**src/rtl/mem_arb_pkg.sv**
```systemverilog
`default_nettype none
// ============================================================================
// Module      : mem_arb_pkg
// Description : Shared types and constants for the I/D-cache memory arbiter:
//               FSM state encoding, requester ids and bank-index width.
// Revision    : 1.0 - initial release
// ============================================================================
package mem_arb_pkg;

    // Arbiter ownership states
    typedef enum logic [1:0] {
        IDLE  = 2'd0,
        OWN0  = 2'd1,
        OWN1  = 2'd2,
        DRAIN = 2'd3
    } arb_state_e;

    // Requester ids
    localparam logic REQ_I = 1'b0;
    localparam logic REQ_D = 1'b1;

    // The bank index is a 2-bit field of the word address
    localparam int BANK_W = 2;

endpackage : mem_arb_pkg
`default_nettype wire

```
**src/rtl/mem_arb_rdpipe.sv**
```systemverilog
`default_nettype none
// ============================================================================
// Module      : mem_arb_rdpipe
// Description : RD_LAT-deep shift register tracking outstanding memory reads.
//               Each stage carries {valid, requester id}. The last stage marks
//               the read whose data is on mem_rdata this cycle; head_id names
//               the oldest read still in flight.
// Revision    : 1.0 - initial release
// ============================================================================
module mem_arb_rdpipe #(
    parameter int RD_LAT = 2
) (
    input  logic clk,
    input  logic rst,
    input  logic push,
    input  logic push_id,
    output logic ret_valid,
    output logic ret_id,
    output logic head_id,
    output logic empty
);

    logic [RD_LAT-1:0] valid_q;
    logic [RD_LAT-1:0] valid_d;
    logic [RD_LAT-1:0] id_q;
    logic [RD_LAT-1:0] id_d;

    generate
        if (RD_LAT == 1) begin : g_lat1
            // Single stage: the new read lands directly in the return slot
            always_comb begin
                valid_d = push;
                id_d    = push_id;
            end
        end else begin : g_latn
            // Shift toward the return slot, inserting the new read at stage 0
            always_comb begin
                valid_d = {valid_q[RD_LAT-2:0], push};
                id_d    = {id_q[RD_LAT-2:0], push_id};
            end
        end
    endgenerate

    // Pipe register; reset discards every in-flight read
    always_ff @(posedge clk or posedge rst) begin
        if (rst) begin
            valid_q <= '0;
            id_q    <= '0;
        end else begin
            valid_q <= valid_d;
            id_q    <= id_d;
        end
    end

    // Oldest valid stage wins: higher index means issued earlier
    always_comb begin
        head_id = 1'b0;
        for (int k = 0; k < RD_LAT; k++) begin
            if (valid_q[k]) head_id = id_q[k];
        end
    end

    assign ret_valid = valid_q[RD_LAT-1];
    assign ret_id    = id_q[RD_LAT-1];
    assign empty     = ~|valid_q;

endmodule : mem_arb_rdpipe
`default_nettype wire

```
**src/rtl/mem_arbiter.sv**
```systemverilog
`default_nettype none
// ============================================================================
// Module      : mem_arbiter
// Description : Grants the four-banked main memory to the I-cache (req 0) or
//               the D-cache (req 1) for a whole line transaction, forwards the
//               owner's word accesses, stalls on busy banks and routes read
//               data back to the issuing requester.
//               Build option MEM_ARB_DCACHE_PRIORITY_EN: when defined, the
//               D-cache always wins a tie; otherwise ties are round-robin.
// Revision    : 1.0 - initial release
// ============================================================================
module mem_arbiter
    import mem_arb_pkg::*;
#(
    parameter int ADDR_W   = 16,
    parameter int DATA_W   = 16,
    parameter int RD_LAT   = 2,
    parameter int BANK_LSB = 1
) (
    input  logic                clk,
    input  logic                rst,
    input  logic [1:0]          req,
    input  logic [1:0]          rd,
    input  logic [1:0]          wr,
    input  logic [2*ADDR_W-1:0] addr,
    input  logic [2*DATA_W-1:0] wdata,
    output logic [1:0]          gnt,
    output logic [1:0]          stall,
    output logic [1:0]          rvalid,
    output logic [DATA_W-1:0]   rdata,
    output logic [1:0]          err,
    output logic [ADDR_W-1:0]   mem_addr,
    output logic [DATA_W-1:0]   mem_wdata,
    output logic                mem_rd,
    output logic                mem_wr,
    input  logic [3:0]          mem_busy,
    input  logic [DATA_W-1:0]   mem_rdata,
    input  logic                mem_err
);

    arb_state_e          state_q;
    arb_state_e          state_d;
    logic                own_active;
    logic                own_id;
    logic                own_rd;
    logic                own_wr;
    logic                own_release;
    logic [ADDR_W-1:0]   own_addr;
    logic [BANK_W-1:0]   own_bank;
    logic                tie_pick;
    logic [1:0]          err_strobe;
    logic                ret_valid;
    logic                ret_id;
    logic                head_id;
    logic                pipe_empty;

    // Owner selection follows the state; memory outputs are a straight mux
    always_comb begin
        own_active = (state_q == OWN0) || (state_q == OWN1);
        own_id     = (state_q == OWN1);
        own_addr   = own_id ? addr[2*ADDR_W-1:ADDR_W] : addr[ADDR_W-1:0];
        mem_wdata  = own_id ? wdata[2*DATA_W-1:DATA_W] : wdata[DATA_W-1:0];
        own_rd     = rd[own_id];
        own_wr     = wr[own_id];
    end

    assign own_bank = own_addr[BANK_LSB +: BANK_W];
    assign mem_addr = own_addr;

`ifdef MEM_ARB_DCACHE_PRIORITY_EN
    assign tie_pick = REQ_D;
`else
    logic last_owner_q;
    logic last_owner_d;

    assign last_owner_d = own_release ? own_id : last_owner_q;
    assign tie_pick     = ~last_owner_q;

    // Remember who released last; reset favours requester 0 on the first tie
    always_ff @(posedge clk or posedge rst) begin
        if (rst) last_owner_q <= REQ_D;
        else     last_owner_q <= last_owner_d;
    end
`endif

    // State register
    always_ff @(posedge clk or posedge rst) begin
        if (rst) state_q <= IDLE;
        else     state_q <= state_d;
    end

    // Next state, grant, stall and issue decode
    always_comb begin
        state_d     = state_q;
        gnt         = 2'b00;
        stall       = 2'b11;
        err_strobe  = 2'b00;
        mem_rd      = 1'b0;
        mem_wr      = 1'b0;
        own_release = 1'b0;
        case (state_q)
            IDLE: begin
                if (req == 2'b11)  state_d = tie_pick ? OWN1 : OWN0;
                else if (req[0])   state_d = OWN0;
                else if (req[1])   state_d = OWN1;
            end
            OWN0, OWN1: begin
                gnt[own_id] = 1'b1;
                if (!req[own_id]) begin
                    // Release cycle: any strobe riding along is ignored
                    own_release = 1'b1;
                    state_d     = DRAIN;
                end else if (own_rd && own_wr) begin
                    stall[own_id]      = 1'b0;
                    err_strobe[own_id] = 1'b1;
                end else if (own_rd || own_wr) begin
                    if (!mem_busy[own_bank]) begin
                        stall[own_id] = 1'b0;
                        mem_rd        = own_rd;
                        mem_wr        = own_wr;
                    end
                end else begin
                    stall[own_id] = 1'b0;
                end
            end
            DRAIN: begin
                if (pipe_empty) state_d = IDLE;
            end
            default: state_d = IDLE;
        endcase
    end

    // Error routing: memory errors go to the oldest in-flight reader first
    always_comb begin
        err = err_strobe;
        if (mem_err) begin
            if (!pipe_empty)     err[head_id] = 1'b1;
            else if (own_active) err[own_id]  = 1'b1;
        end
    end

    mem_arb_rdpipe #(
        .RD_LAT (RD_LAT)
    ) u_rdpipe (
        .clk       (clk),
        .rst       (rst),
        .push      (mem_rd),
        .push_id   (own_id),
        .ret_valid (ret_valid),
        .ret_id    (ret_id),
        .head_id   (head_id),
        .empty     (pipe_empty)
    );

    assign rvalid = ret_valid ? (ret_id ? 2'b10 : 2'b01) : 2'b00;
    assign rdata  = mem_rdata;

endmodule : mem_arbiter
`default_nettype wire

```
**config.mk**
```make
export PLATFORM = sky130hd
export DESIGN_NAME = mem_arbiter
export DESIGN_NICKNAME = d
export VERILOG_FILES = /design/src/rtl/mem_arb_pkg.sv /design/src/rtl/mem_arb_rdpipe.sv /design/src/rtl/mem_arbiter.sv
export SDC_FILE = /design/constraint.sdc
export NUM_CORES = 1
export LEC_CHECK = 0
export ABC_AREA = 1
export CAP_MARGIN = 10
export CORE_MARGIN = 5
export CORE_UTILIZATION = 23
export CTS_BUF_LIST = sky130_fd_sc_hd__clkbuf_4 sky130_fd_sc_hd__clkbuf_8
export DETAILED_ROUTE_END_ITERATION = 10
export PLACE_DENSITY = 0.76
export SYNTH_ARGS = -nofsm -noshare
export SYNTH_HDL_FRONTEND = slang
export SYNTH_SLANG_ARGS = --single-unit
```
**constraint.sdc**
```tcl
create_clock -name clk -period 1.55 [get_ports clk]
set_clock_uncertainty 0.1 [all_clocks]
set_input_delay 0.2325 -clock clk [delete_from_list [all_inputs] [get_ports clk]]
set_output_delay 0.2325 -clock clk [all_outputs]
set_load 0.05 [all_outputs]
```
# Word-level counts from Yosys, hierarchy flattened
# Index checks and enable logic that the tools add are counted.
# word_totals
reg_bits	7
input_bits	93
out_inout_bits	58
wordCells	77
# classes
magnitude_cmp	5
eq_ne	7
n_mux	49
bitwise_logic	3
reduce_logical	9
# op_table
cell	count
2-to-1 mux 2 bit	20
2-to-1 mux 16 bit	2
2-to-1 mux 1 bit	23
equality test 2 bit (second input constant)	3
one-hot mux 2 bit (3 select lines)	1
< comparator 1 x 2 -> 1 bit (second input constant)	2
!= test 2 bit (second input constant)	2
!= test 4 bit (second input constant)	1
bitwise OR 2 bit	2
OR reduction 2 bit	2
logical AND 1 bit	3
< comparator 2 x 3 -> 1 bit (second input constant)	1
AND reduction 3 bit	1
binary-select mux 1 bit (select 2 bit)	1
demux 1 bit (select 1 bit)	2
equality test 2 x 1 -> 1 bit (second input constant)	1
>= comparator 1 bit (second input constant)	2
logical NOT 2 bit	1
logical OR 1 bit	2
NOT 2 bit	1

# Longest topological paths before layout
# logic_depth
ltp_word	12
depth_mapped	10
ltp_nobuf	10

# Modules after synthesis
# Synthesis repeated with hierarchy kept, for this count alone.
# unflattened
hier_cells	225
hier_area_um2	1221.2
# modules_own_cells
mod	instances	cells_each	area_each_um2	seq_area_each_um2
mem_arbiter	1	215	1097.3	76.3
mem_arb_rdpipe	1	10	123.9	100.1

# Worst setup path after synthesis
# Ideal clock, no wire load.
# synth_path
path_type	register -> output
start	register state_q[0]
end	output mem_rd
t_arrival_ns	2.249
required_ns	1.217
setup_slack_ns	-1.031
path_stages_with_launch	9
path_buffers	1
path_cell_list	dfrtp_1 -> inv_1 -> ha_1 -> buf_6 -> nand2_2 -> o21ai_1 -> nand3_1 -> nand3_1 -> nor2_1
# synth_between
elab_chain_cells	9
elab_cells_between_ends	19
classes_between	eq/ne (2); mux (14); reduce/logical (3)
# synth_lines
item	line_no	text
start, declared	mem_arbiter.sv:41	arb_state_e state_q;
start signal, assigned	mem_arbiter.sv:89	else state_q <= state_d;
equality test 2 bit	mem_arbiter.sv:60	own_id = (state_q == OWN1);
via own_id	mem_arbiter.sv:44	logic own_id;
2-to-1 mux 16 bit	mem_arbiter.sv:61	own_addr = own_id ? addr[2*ADDR_W-1:ADDR_W] : addr[ADDR_W-1:0];
via mem_addr[2]	mem_arbiter.sv:32	output logic [ADDR_W-1:0] mem_addr,
binary-select mux 1 bit (select 2 bit)	mem_arbiter.sv:117	if (!mem_busy[own_bank]) begin
2-to-1 mux 1 bit (implied by the code)	mem_arbiter.sv:117	
2-to-1 mux 1 bit	mem_arbiter.sv:117	
2-to-1 mux 1 bit	mem_arbiter.sv:116	end else if (own_rd || own_wr) begin
2-to-1 mux 1 bit	mem_arbiter.sv:113	end else if (own_rd && own_wr) begin
2-to-1 mux 1 bit	mem_arbiter.sv:109	if (!req[own_id]) begin
2-to-1 mux 1 bit	mem_arbiter.sv:101	case (state_q)
end, declared	mem_arbiter.sv:34	output logic mem_rd,
# The timed path passes the listed nets, and every way through them passes these cells. The select of a mux whose other input is x is not followed.

# Worst setup path in the final report
# layout_path
start	register state_q[0]
end	output stall[1]
# layout_between
elab_chain_cells	11
elab_cells_between_ends	25
classes_between	order compare (2); eq/ne (2); mux (16); bitwise (1); reduce/logical (4)
# layout_lines
item	line_no	text
equality test 2 bit	mem_arbiter.sv:60, mem_arbiter.sv:101	
< comparator 1 x 2 -> 1 bit (implied by the code) / >= comparator 1 bit (equally long branches)	mem_arbiter.sv:114, mem_arbiter.sv:118, mem_arbiter.sv:123	
logical AND 1 bit (implied by the code)	mem_arbiter.sv:114, mem_arbiter.sv:118, mem_arbiter.sv:123	
2-to-1 mux 1 bit (implied by the code)	mem_arbiter.sv:114, mem_arbiter.sv:118, mem_arbiter.sv:123	
demux 1 bit (select 1 bit)	mem_arbiter.sv:114, mem_arbiter.sv:118, mem_arbiter.sv:123	
NOT 2 bit (no source line)	n/a	
2-to-1 mux 2 bit	mem_arbiter.sv:117	
2-to-1 mux 2 bit	mem_arbiter.sv:116	
2-to-1 mux 2 bit	mem_arbiter.sv:113	
2-to-1 mux 2 bit	mem_arbiter.sv:109	
2-to-1 mux 2 bit (*)	mem_arbiter.sv:101	
end, declared	mem_arbiter.sv:28	output logic [1:0] stall,
# Mark *: on every way between the ends. The rest lies on a longest branch, timed or not. The select of a mux whose other input is x is not followed.

==> results.cfg <==
[run_status]
status = complete, but fails checks
violations = setup timing

[final_layout]
fin_area_um2 = 3885
num-nets-final = 448
fillers = 265
instances_no_fill = 404
antennaDiodeCount = 0
drive_gt1_share_pct = 58.00
syn_to_final_growth_pct = 253.6

[setup_path]
worst-path-max-fanout = 5
worstPathArrival_ps = 1810
critPathRequiredTime_ps = 1220
setup.worst_path.class = register to output port
worst_setup_path_end_kind = output port
cp-start-kind = register

[run]
max_cap_viol_count = 0

[drt]
viasPerCell = 4.639
via_count = 1874
drt-total-wl_mm = 6.789
ant_nets = 0
wl_per_cell_um = 16.80
first_iter_violations = 48
first_pass_iters = 4
remaining_drc_errors = 0

[floorplanning]
core_um2 = 4692
die_x_um = 79.11
boundaryPins = 151
dieHeight_um = 79.11
num_rows = 25
initial_core_util_pct = 23.41
die-area_um2 = 6258

[sta]
final.setup.worst_slack_ps = -594.6
period_needed_ps = 2145
drv_slew = 0
post-route-period-util_pct = 138.4
finalSetupViolCount = 43
max_slew_margin_pct = 78.00
timing.fmax_mhz = 466.3
fin_hold_ws_ps = 146.8
rsz0062_at_grt = yes
hold_viol = 0
fin_setup_tns_ps = -20900
tightest_slew_ps = 326.5

[global_routing]
grt_pass1_wl_mm = 8.549
overflow = 0
grt_usage_pct = 17.11
antenna_found_initial = 0
grt_max_degree = 16
grt_pass1_vias = 1842

[worst_hold_path]
hold_class = input port to async pin

[yosys]
synth.cell_area_um2 = 1099
synth_seq_cells = 7
syn_nets = 309
seq_area_frac_synth_pct = 16.06
avgSynthCellArea_um2 = 5.182
synth_cell_types = 20
syn_inst = 212
synthTopCellsByArea = nand2_1 41%, dfrtp_1 14%, buf_4 12%
synth_top_area_share_pct = 40.66
yosys.area.top_type = nand2_1
yosys_warnings = 0

[clock_tree]
clk_pin_slew_ps = 50
cts_tree = yes
cts.sinks = 7
postCtsHoldBufs = 0
clk_latency_ps = 240
clockBufferDepth = 2
root_buffer = clkbuf_8
htree_levels = 1
numCtsBuffers = 3

[placed_design]
hpwl_mm = 4.579
dpl.cell_count = 383
portBuffers = 118
placed_cell_area_um2 = 3120
gp_congestion = 0.8087
place_ws_ps = -367.5

[power]
peakVddDrop_mv = 1.190
p_leak_nw = 1.822
power_density_nw_per_um2 = 2203
[critical path, stage by stage (launching register included)]
cell and delay [ps]:
dfrtp_1 400, inv_2 100, ha_4 190, buf_6 160, nand2_4 50, buf_6 110
o21ai_4 70, nand3_4 110, nand2_2 110, nand2_4 70, nand2_4 80, buf_12 130
[synthesized netlist by cell type]
cell        n
o21ai_2     1
clkbuf_1    3
inv_1      23
inv_2       1
nand2_1   119
buf_6       1
dfstp_2     1
nor3_1      2
or2_2       1
nor2_1      7
dfrtp_1     6
buf_4      17
a21oi_1     2
buf_2       3
o21ai_1     1
ha_1        4
o21ai_0     6
nand3_1    12
o211ai_1    1
nand2_2     1
[worst paths after layout]
check                                 start             endpoint  slack, ps  cells after the start
setup / recovery                 state_q[0]             stall[1]       -590                     11
hold / removal                          rst     u_rdpipe.id_q[1]        150                      2
setup reg to reg                 state_q[0]  u_rdpipe.valid_q[0]       -140                      9
hold reg to reg            u_rdpipe.id_q[0]     u_rdpipe.id_q[1]        280                      0
max in group asynchronous               rst         last_owner_q        930                      2
min in group clk           u_rdpipe.id_q[0]     u_rdpipe.id_q[1]        280                      0
[kinds of logic after synthesis]
| kind of cell | Yosys count | synth area share, % |
|---|---|---|
| DFF | 7 | 16.06 |
| buffers and inverters | 48 | 23.23 |
| and+or+nand+nor | 142 | 50.57 |
| adders and majority gates | 4 | 4.556 |
| AOI/OAI and AO/OA | 11 | 5.581 |
[metal layers]
layer / track usage [%] / wire length (um) / up-vias
met5: 0 / 0 / -
met1: 17.23 / 2182 / 866
met4: 6.873 / 112 / 0
met2: 33.42 / 3974 / 94
met3: 3.855 / 519 / 15
li1: - / - / 899
[repair_timing]
item / in CTS / in global routing
gates cloned: 0 / 2
gates resized for setup: 39 / 109
setup endpoints to repair: 43 / 43
pin swaps: 8 / 24
setup buffers: 6 / 12
[power breakdown]
part | total [mW] | switching, mW | leakage [nW] | internal (mW)
registers | 0.312 | 0.0497 | 0.0871 | 0.262
logic | 7.98 | 4.28 | 1.71 | 3.69
clock network | 0.270 | 0.0946 | 0.0255 | 0.175
[per-stage QoR]
step	power, mW	util, %
floorplan	3.860	-
global placement	6.492	66.51
detailed placement	6.558	66.51
CTS	7.343	71.41
global route	8.924	82.80
finish	8.559	82.80
[flip-flops by register name, indices dropped and copies added (netlist names)]
signal and count:
state_q 2, last_owner_q 1, u_rdpipe.id_q 2, u_rdpipe.valid_q 2
[cell type report]
| class | count | area, um^2 | share of cell area, % |
|---|---|---|---|
| well taps | 54 | 67.56 | 1.739 |
| flip-flops and latches | 7 | 177.7 | 4.573 |
| repair buffers | 157 | 2017 | 51.92 |
| repair inverters | 1 | 16.27 | 0.4187 |
| clock inverters | 1 | 5.005 | 0.1288 |
| multi-input cells | 157 | 1458 | 37.52 |
| clock buffers | 3 | 41.29 | 1.063 |
| inverters | 24 | 102.6 | 2.641 |
[placed cells by master (no fill, tap or decap), types with 2 or more instances in the layout]
| master | synthesis | layout |
|---|---|---|
| o21ai_2 | 1 | 3 |
| buf_4 | 17 | 20 |
| clkbuf_8 | 0 | 3 |
| o21ai_0 | 6 | 3 |
| nor3_1 | 2 | 2 |
| inv_1 | 23 | 19 |
| nor2_1 | 7 | 2 |
| nand2_8 | 0 | 2 |
| buf_6 | 1 | 12 |
| nor2_4 | 0 | 4 |
| nand2_2 | 1 | 17 |
| inv_2 | 1 | 4 |
| dfrtp_1 | 6 | 5 |
| buf_8 | 0 | 3 |
| o21ai_4 | 0 | 2 |
| ha_4 | 0 | 3 |
| nand2_1 | 119 | 34 |
| buf_12 | 0 | 45 |
| nand2_4 | 0 | 67 |
| nand3_4 | 0 | 7 |
| nand3_1 | 12 | 4 |
| a21oi_4 | 0 | 2 |
| clkdlybuf4s50_1 | 0 | 76 |
Power figures use the tool's default switching activity.
